`src/rtl/draw_pkg.sv`:
```
// Shared types and default parameters for the random draw controller.
package draw_pkg;

  localparam int unsigned DefN        = 4;
  localparam int unsigned DefDrawCnt  = 6;
  localparam int unsigned DefSpinCyc  = 3;
  localparam int unsigned DefMaxRetry = 15;

  typedef enum logic [2:0] {
    StIdle,
    StReq,
    StSpin,
    StWaitRdy,
    StCheck,
    StDone
  } draw_state_e;

endpackage

```
`src/rtl/draw_used_map.sv`:
```
// Bitmap of numbers already drawn: synchronous clear, single-bit set, combinational test.
module draw_used_map #(
  parameter int unsigned N = 4
) (
  input  logic         clk_i,
  input  logic         rst_ni,
  input  logic         clr_i,
  input  logic         set_i,
  input  logic [N-1:0] set_idx_i,
  input  logic [N-1:0] test_idx_i,
  output logic         hit_o
);

  localparam int unsigned Size = 2 ** N;

  logic [Size-1:0] map_q, map_d;

  // Clear has priority over set.
  always_comb begin
    map_d = map_q;
    if (clr_i) begin
      map_d = '0;
    end else if (set_i) begin
      map_d[set_idx_i] = 1'b1;
    end
  end

  // Map storage.
  always_ff @(posedge clk_i or negedge rst_ni) begin
    if (!rst_ni) begin
      map_q <= '0;
    end else begin
      map_q <= map_d;
    end
  end

  assign hit_o = map_q[test_idx_i];

endmodule

```
`src/rtl/rand_draw_ctrl.sv`:
```
// Draws DRAW_CNT distinct numbers below a latched bound from an external generator,
// rejecting out-of-range and repeated samples. Define DRAW_TIMEOUT_EN to end a draw
// with an error once MAX_RETRY consecutive samples have been rejected.
module rand_draw_ctrl
  import draw_pkg::*;
#(
  parameter int unsigned N         = DefN,
  parameter int unsigned DRAW_CNT  = DefDrawCnt,
  parameter int unsigned SPIN_CYC  = DefSpinCyc,
  parameter int unsigned MAX_RETRY = DefMaxRetry
) (
  input  logic                          i_Clk,
  input  logic                          i_Rst,
  input  logic                          i_fStart,
  input  logic                          i_fClr,
  input  logic [N-1:0]                  i_Max,
  input  logic                          i_fRdy,
  input  logic [N-1:0]                  i_Num,
  output logic                          o_fShuffle,
  output logic                          o_fStop,
  output logic [N-1:0]                  o_Max,
  output logic                          o_fValid,
  output logic [N-1:0]                  o_Num,
  output logic [$clog2(DRAW_CNT+1)-1:0] o_Cnt,
  output logic                          o_fBusy,
  output logic                          o_fDone,
  output logic                          o_fErr
);

  localparam int unsigned CntW   = $clog2(DRAW_CNT + 1);
  localparam int unsigned SpinW  = (SPIN_CYC > 1) ? $clog2(SPIN_CYC) : 1;
  localparam int unsigned RetryW = $clog2(MAX_RETRY + 1);

  localparam logic [SpinW-1:0]  SpinLast = SpinW'(SPIN_CYC - 1);
  localparam logic [RetryW-1:0] RetryMax = RetryW'(MAX_RETRY);
  localparam logic [CntW-1:0]   CntFull  = CntW'(DRAW_CNT);

  draw_state_e       state_q, state_d;
  logic [N-1:0]      max_q, max_d;
  logic [N-1:0]      num_q, num_d;
  logic [N-1:0]      sample_q, sample_d;
  logic [CntW-1:0]   cnt_q, cnt_d;
  logic [SpinW-1:0]  spin_q, spin_d;
  logic [RetryW-1:0] retry_q, retry_d;
  logic              shuffle_q, shuffle_d;
  logic              stop_q, stop_d;
  logic              valid_q, valid_d;
  logic              busy_q, busy_d;
  logic              done_q, done_d;
  logic              err_q, err_d;

  logic map_clr, map_set, map_hit;

  draw_used_map #(
    .N(N)
  ) u_used_map (
    .clk_i      (i_Clk),
    .rst_ni     (i_Rst),
    .clr_i      (map_clr),
    .set_i      (map_set),
    .set_idx_i  (sample_q),
    .test_idx_i (sample_q),
    .hit_o      (map_hit)
  );

  // Next-state and next-output computation; outputs are derived from the next state
  // so every output is registered and aligned with the state it belongs to.
  always_comb begin
    state_d  = state_q;
    max_d    = max_q;
    num_d    = num_q;
    sample_d = sample_q;
    cnt_d    = cnt_q;
    spin_d   = spin_q;
    retry_d  = retry_q;
    err_d    = err_q;
    valid_d  = 1'b0;
    map_clr  = 1'b0;
    map_set  = 1'b0;

    if (i_fClr) begin
      state_d = StIdle;
      cnt_d   = '0;
      err_d   = 1'b0;
    end else begin
      unique case (state_q)
        StIdle, StDone: begin
          if (i_fStart) begin
            max_d   = i_Max;
            map_clr = 1'b1;
            cnt_d   = '0;
            retry_d = '0;
            err_d   = 1'b0;
            // A range narrower than the draw can never complete.
            if (32'(i_Max) < DRAW_CNT) begin
              state_d = StDone;
              err_d   = 1'b1;
            end else begin
              state_d = StReq;
            end
          end
        end
        StReq: begin
          state_d = StSpin;
          spin_d  = '0;
        end
        StSpin: begin
          if (spin_q == SpinLast) begin
            state_d = StWaitRdy;
          end else begin
            spin_d = spin_q + SpinW'(1);
          end
        end
        StWaitRdy: begin
          if (i_fRdy) begin
            sample_d = i_Num;
            state_d  = StCheck;
          end
        end
        StCheck: begin
          if ((sample_q >= max_q) || map_hit) begin
            // Saturate so an unbounded retry run cannot wrap.
            if (retry_q != RetryMax) begin
              retry_d = retry_q + RetryW'(1);
            end
`ifdef DRAW_TIMEOUT_EN
            if (retry_d == RetryMax) begin
              state_d = StDone;
              err_d   = 1'b1;
            end else begin
              state_d = StReq;
            end
`else
            state_d = StReq;
`endif
          end else begin
            map_set = 1'b1;
            num_d   = sample_q;
            cnt_d   = cnt_q + CntW'(1);
            valid_d = 1'b1;
            retry_d = '0;
            state_d = (cnt_d == CntFull) ? StDone : StReq;
          end
        end
        default: state_d = StIdle;
      endcase
    end

    shuffle_d = (state_d == StReq);
    stop_d    = (state_d == StSpin) && (spin_d == SpinLast);
    busy_d    = (state_d == StReq) || (state_d == StSpin) ||
                (state_d == StWaitRdy) || (state_d == StCheck);
    done_d    = (state_d == StDone);
  end

  // Controller state and registered outputs.
  always_ff @(posedge i_Clk or negedge i_Rst) begin
    if (!i_Rst) begin
      state_q   <= StIdle;
      max_q     <= '0;
      num_q     <= '0;
      sample_q  <= '0;
      cnt_q     <= '0;
      spin_q    <= '0;
      retry_q   <= '0;
      shuffle_q <= 1'b0;
      stop_q    <= 1'b0;
      valid_q   <= 1'b0;
      busy_q    <= 1'b0;
      done_q    <= 1'b0;
      err_q     <= 1'b0;
    end else begin
      state_q   <= state_d;
      max_q     <= max_d;
      num_q     <= num_d;
      sample_q  <= sample_d;
      cnt_q     <= cnt_d;
      spin_q    <= spin_d;
      retry_q   <= retry_d;
      shuffle_q <= shuffle_d;
      stop_q    <= stop_d;
      valid_q   <= valid_d;
      busy_q    <= busy_d;
      done_q    <= done_d;
      err_q     <= err_d;
    end
  end

  assign o_fShuffle = shuffle_q;
  assign o_fStop    = stop_q;
  assign o_Max      = max_q;
  assign o_fValid   = valid_q;
  assign o_Num      = num_q;
  assign o_Cnt      = cnt_q;
  assign o_fBusy    = busy_q;
  assign o_fDone    = done_q;
  assign o_fErr     = err_q;

endmodule

```
`config.mk`:
```
export PLATFORM = sky130hd
export DESIGN_NAME = rand_draw_ctrl
export DESIGN_NICKNAME = d
export VERILOG_FILES = /design/src/rtl/draw_pkg.sv /design/src/rtl/draw_used_map.sv /design/src/rtl/rand_draw_ctrl.sv
export SDC_FILE = /design/constraint.sdc
export NUM_CORES = 1
export LEC_CHECK = 0
export CORE_MARGIN = 4
export CORE_UTILIZATION = 57
export CTS_BUF_LIST = sky130_fd_sc_hd__clkbuf_8
export CTS_CLUSTER_SIZE = 16
export DETAILED_ROUTE_END_ITERATION = 6
export GPL_TIMING_DRIVEN = 0
export PLACE_DENSITY = 0.82
export SKIP_LAST_GASP = 1
export SYNTH_ARGS = -nofsm -noshare
export SYNTH_HDL_FRONTEND = slang
export SYNTH_SLANG_ARGS = --single-unit
export TNS_END_PERCENT = 50
```
`constraint.sdc`:
```
create_clock -name i_Clk -period 2.7 [get_ports i_Clk]
set_input_delay 0.27 -clock i_Clk [delete_from_list [all_inputs] [get_ports i_Clk]]
set_output_delay 0.27 -clock i_Clk [all_outputs]
set_load 0.01 [all_outputs]
```
==> metrics.txt <==
number of hold buffers added after cts=0; # DRC=0; detailed-route wire length per cell=between 15 and 20 um; layout cells sized above 1=17.4%; launching element type of the critical path=flop; Cells after Synth=198; number of hold-slack violations in the final timing report=0; via density per instance=~6.2; area overhead of the layout relative to synthesis=19.5%; Final TNS setup=0 ns; number of placed cells counting well taps=between 200 and 300; Synth Net Count=around 220; part of the Yosys area used for sequential elements=a little under half; Routed WL=about 5.1 mm; Inserted Clock Buffers=5; IO Count=30; number of pins exceeding their max-slew limit in the final report=0; CP max-delay cell=or3b_1; category of the critical setup timing path=flop to flop; clock tree from TritonCTS=built; Netlist Area Pre-Place=approximately 2300 um2; Final Non-Filler Cells=roughly 280; primary flip-flop cell chosen by synthesis mapping=dfrtp_1; via count of the routed design=1752; VDD IR max=between 0.0004 and 0.0005 V; number of setup violations in the final report=0; required time worst endpoint=between 2 and 3 ns; power density over the cells=approximately 760 nW/um2; deepest clock path buffer count=2; slew of the pin with the lowest slew margin=0.931 ns; H-Tree Level Count=2; GP Congestion=around 0.88; endpoint arrival time on the critical path=2.72 ns; crit path from=state_q[1]; CP max stage delay=roughly 0.46 ns; most frequent standard cell in the layout excluding fill and tap cells=dfrtp_1; number of register bits inferred by synthesis=between 40 and 50; First-pass DRT Iterations=4; vias in the first global route=1787; average size of a mapped cell=11.4 um2; 1st-iter DRT viols=110; max-capacitance violation count=0; most frequent cells in the layout=dfrtp_1, clkdlybuf4s50_1, nand2_1, a22o_1, inv_1; share of synthesized flip-flops with an asynchronous set or reset=100%; number of diodes=0; CP cell instances=buf_2, or3b_1, a311oi_1, o21ai_0, nor3_2, buf_4, mux2_2; RSZ-0062 raised after global routing=no; Leak Pwr=around 1.2 nW; quantity of gates resized following cts=0; remaining max-slew budget at the tightest pin=between 30% and 40%; wire length of the first global-routing pass=8.67 mm; maximum clock rate=a little under 400 MHz; Crit path max-delay family=simple AND/OR/NAND/NOR gates; core footprint=about 3700 um2; outcome=finished, final reports clean; Final Skew=~0.0067 ns; antenna violations before repair=0; buffers inserted by post-CTS timing repair=0; initial cell density of the core=60.2%; number of enable-type register cells in the synthesized netlist=0; count of nets left with antenna violations after detail routing=0; time the final worst path needs with I/O delays and setup=2.53 ns; Total Die Area=about 5000 um2; overall routing resource usage=a little over a fifth; pin count of the biggest net entering global routing=43; Root Driver=clkbuf_8; CTS sink count=42; Final period util=between 90% and 100%; vertical extent of the die=roughly 71 um; number of nets in the final layout=between 200 and 300; clock-pin slew on the worst setup and hold paths=approximately 0.080 ns; worst min-delay path category=primary input to async pin; clock latency reported for the late side of the worst-skew pair=roughly 0.29 ns; launch instance of the worst register-to-register path=state_q[1]; dpl hpwl=3.72 mm; element type at the critical path end=flop; Die Width=just over 70 um; highest fanout seen on the critical path=10; CP Buf/Inv Count=2; number of inserted filler cells in the final layout=roughly 280; number of placement rows=22; number of port buffers=29; number of library cell types mapped by synthesis=52; count of yosys warnings during synthesis=0; total congestion overflow=0
power by group:
group	total, mW	internal [mW]	switching, mW
Sequential	0.827	0.733	0.0949
Combinational	0.785	0.379	0.406
Clock	0.431	0.206	0.225
worst paths after layout:
| path | to | slack, ns | cells after the start |
|---|---|---|---|
| min | o_Max[0] | 0.11 | 1 |
| max | o_Num[2] | 0.17 | 7 |
| max reg2reg | o_Num[2] | 0.17 | 7 |
| min reg2reg | u_used_map.map_q[15] | 0.50 | 1 |
| max in group asynchronous | o_Max[2] | 2.01 | 1 |
| min in group i_Clk | o_Max[0] | 0.50 | 3 |
registers in the layout, summed over array words and instances (netlist names):
| name | count |
|---|---|
| sample_q | 4 |
| o_fValid | 1 |
| spin_q | 2 |
| o_fBusy | 1 |
| o_fStop | 1 |
| state_q | 3 |
| o_fShuffle | 1 |
| o_fDone | 1 |
| o_Num | 4 |
| o_Cnt | 3 |
| u_used_map.map_q | 16 |
| o_fErr | 1 |
| o_Max | 4 |
layer usage:
metal	global-route usage, %	part of all wire [%]	wire length (um)	vias to the layer above
met4	5.43	1.1	59	0
met5	0	0	0	-
li1	-	-	-	795
met3	5.54	5.3	275	12
met1	27.6	41	2130	882
met2	36.8	52	2680	63
logic make-up after synthesis:
| kind of cell | Yosys count | share of synthesized area [%] |
|---|---|---|
| buffers and inverters | 28 | 7.93 |
| AO/OA/AOI/OAI | 46 | 15.8 |
| AND/OR/NAND/NOR | 54 | 14.8 |
| flip-flops | 42 | 46.6 |
| adder cells (fa/ha/maj) | 8 | 4.44 |
| multiplexers | 18 | 9.66 |
| XOR/XNOR | 2 | 0.777 |
area by class of cell:
class	instances	area, um2	share of cell area (%)
sequential	42	1050	39.0
multi-input combinational	128	1020	38.0
timing repair buffer	29	285	10.6
buffer	17	138	5.11
clock buffer	6	82.6	3.06
tap	48	60.1	2.23
inverter	11	41.3	1.53
clock inverter	2	12.5	0.464
Yosys cell counts (2+ instances only):
library cell | n | area (um2)
o211ai_1 | 2 | 15.0
nand2_1 | 13 | 48.8
o21ai_1 | 2 | 10.0
nor3b_1 | 2 | 15.0
or3b_1 | 2 | 17.5
nor3_1 | 4 | 20.0
buf_2 | 3 | 15.0
mux2_2 | 9 | 101
nor2_1 | 6 | 22.5
dfrtp_1 | 42 | 1050
clkbuf_1 | 4 | 15.0
o21ai_0 | 8 | 40.0
nand2b_1 | 3 | 18.8
mux2i_1 | 6 | 60.1
a21oi_1 | 4 | 20.0
or3_2 | 2 | 15.0
a22o_1 | 13 | 114
buf_6 | 3 | 33.8
xor2_1 | 2 | 17.5
buf_4 | 2 | 15.0
clkbuf_8 | 4 | 55.1
nor2b_1 | 4 | 25.0
a32o_1 | 6 | 60.1
and3_1 | 3 | 18.8
nor4_1 | 3 | 18.8
inv_1 | 11 | 41.3
or3_1 | 2 | 12.5
ha_1 | 8 | 100
mux4_2 | 2 | 45.0
per-stage QoR:
| stage | power (mW) | instance area (um2) | hold WS (ns) | worst slack [ns] | util [%] |
|---|---|---|---|---|---|
| floorplan | 1.34 | 2250 | -0.0256 | 0.478 | - |
| global placement | 1.58 | 2610 | 0.469 | 0.238 | 69.6 |
| detailed placement | 1.62 | 2600 | 0.467 | 0.192 | 69.5 |
| CTS | 2.05 | 2700 | 0.143 | 0.158 | 72.0 |
| global route | 2.16 | 2700 | 0.180 | 0.000906 | 72.0 |
| finish | 2.04 | 2700 | 0.112 | 0.169 | 72.0 |
Power figures use the tool's default switching activity.
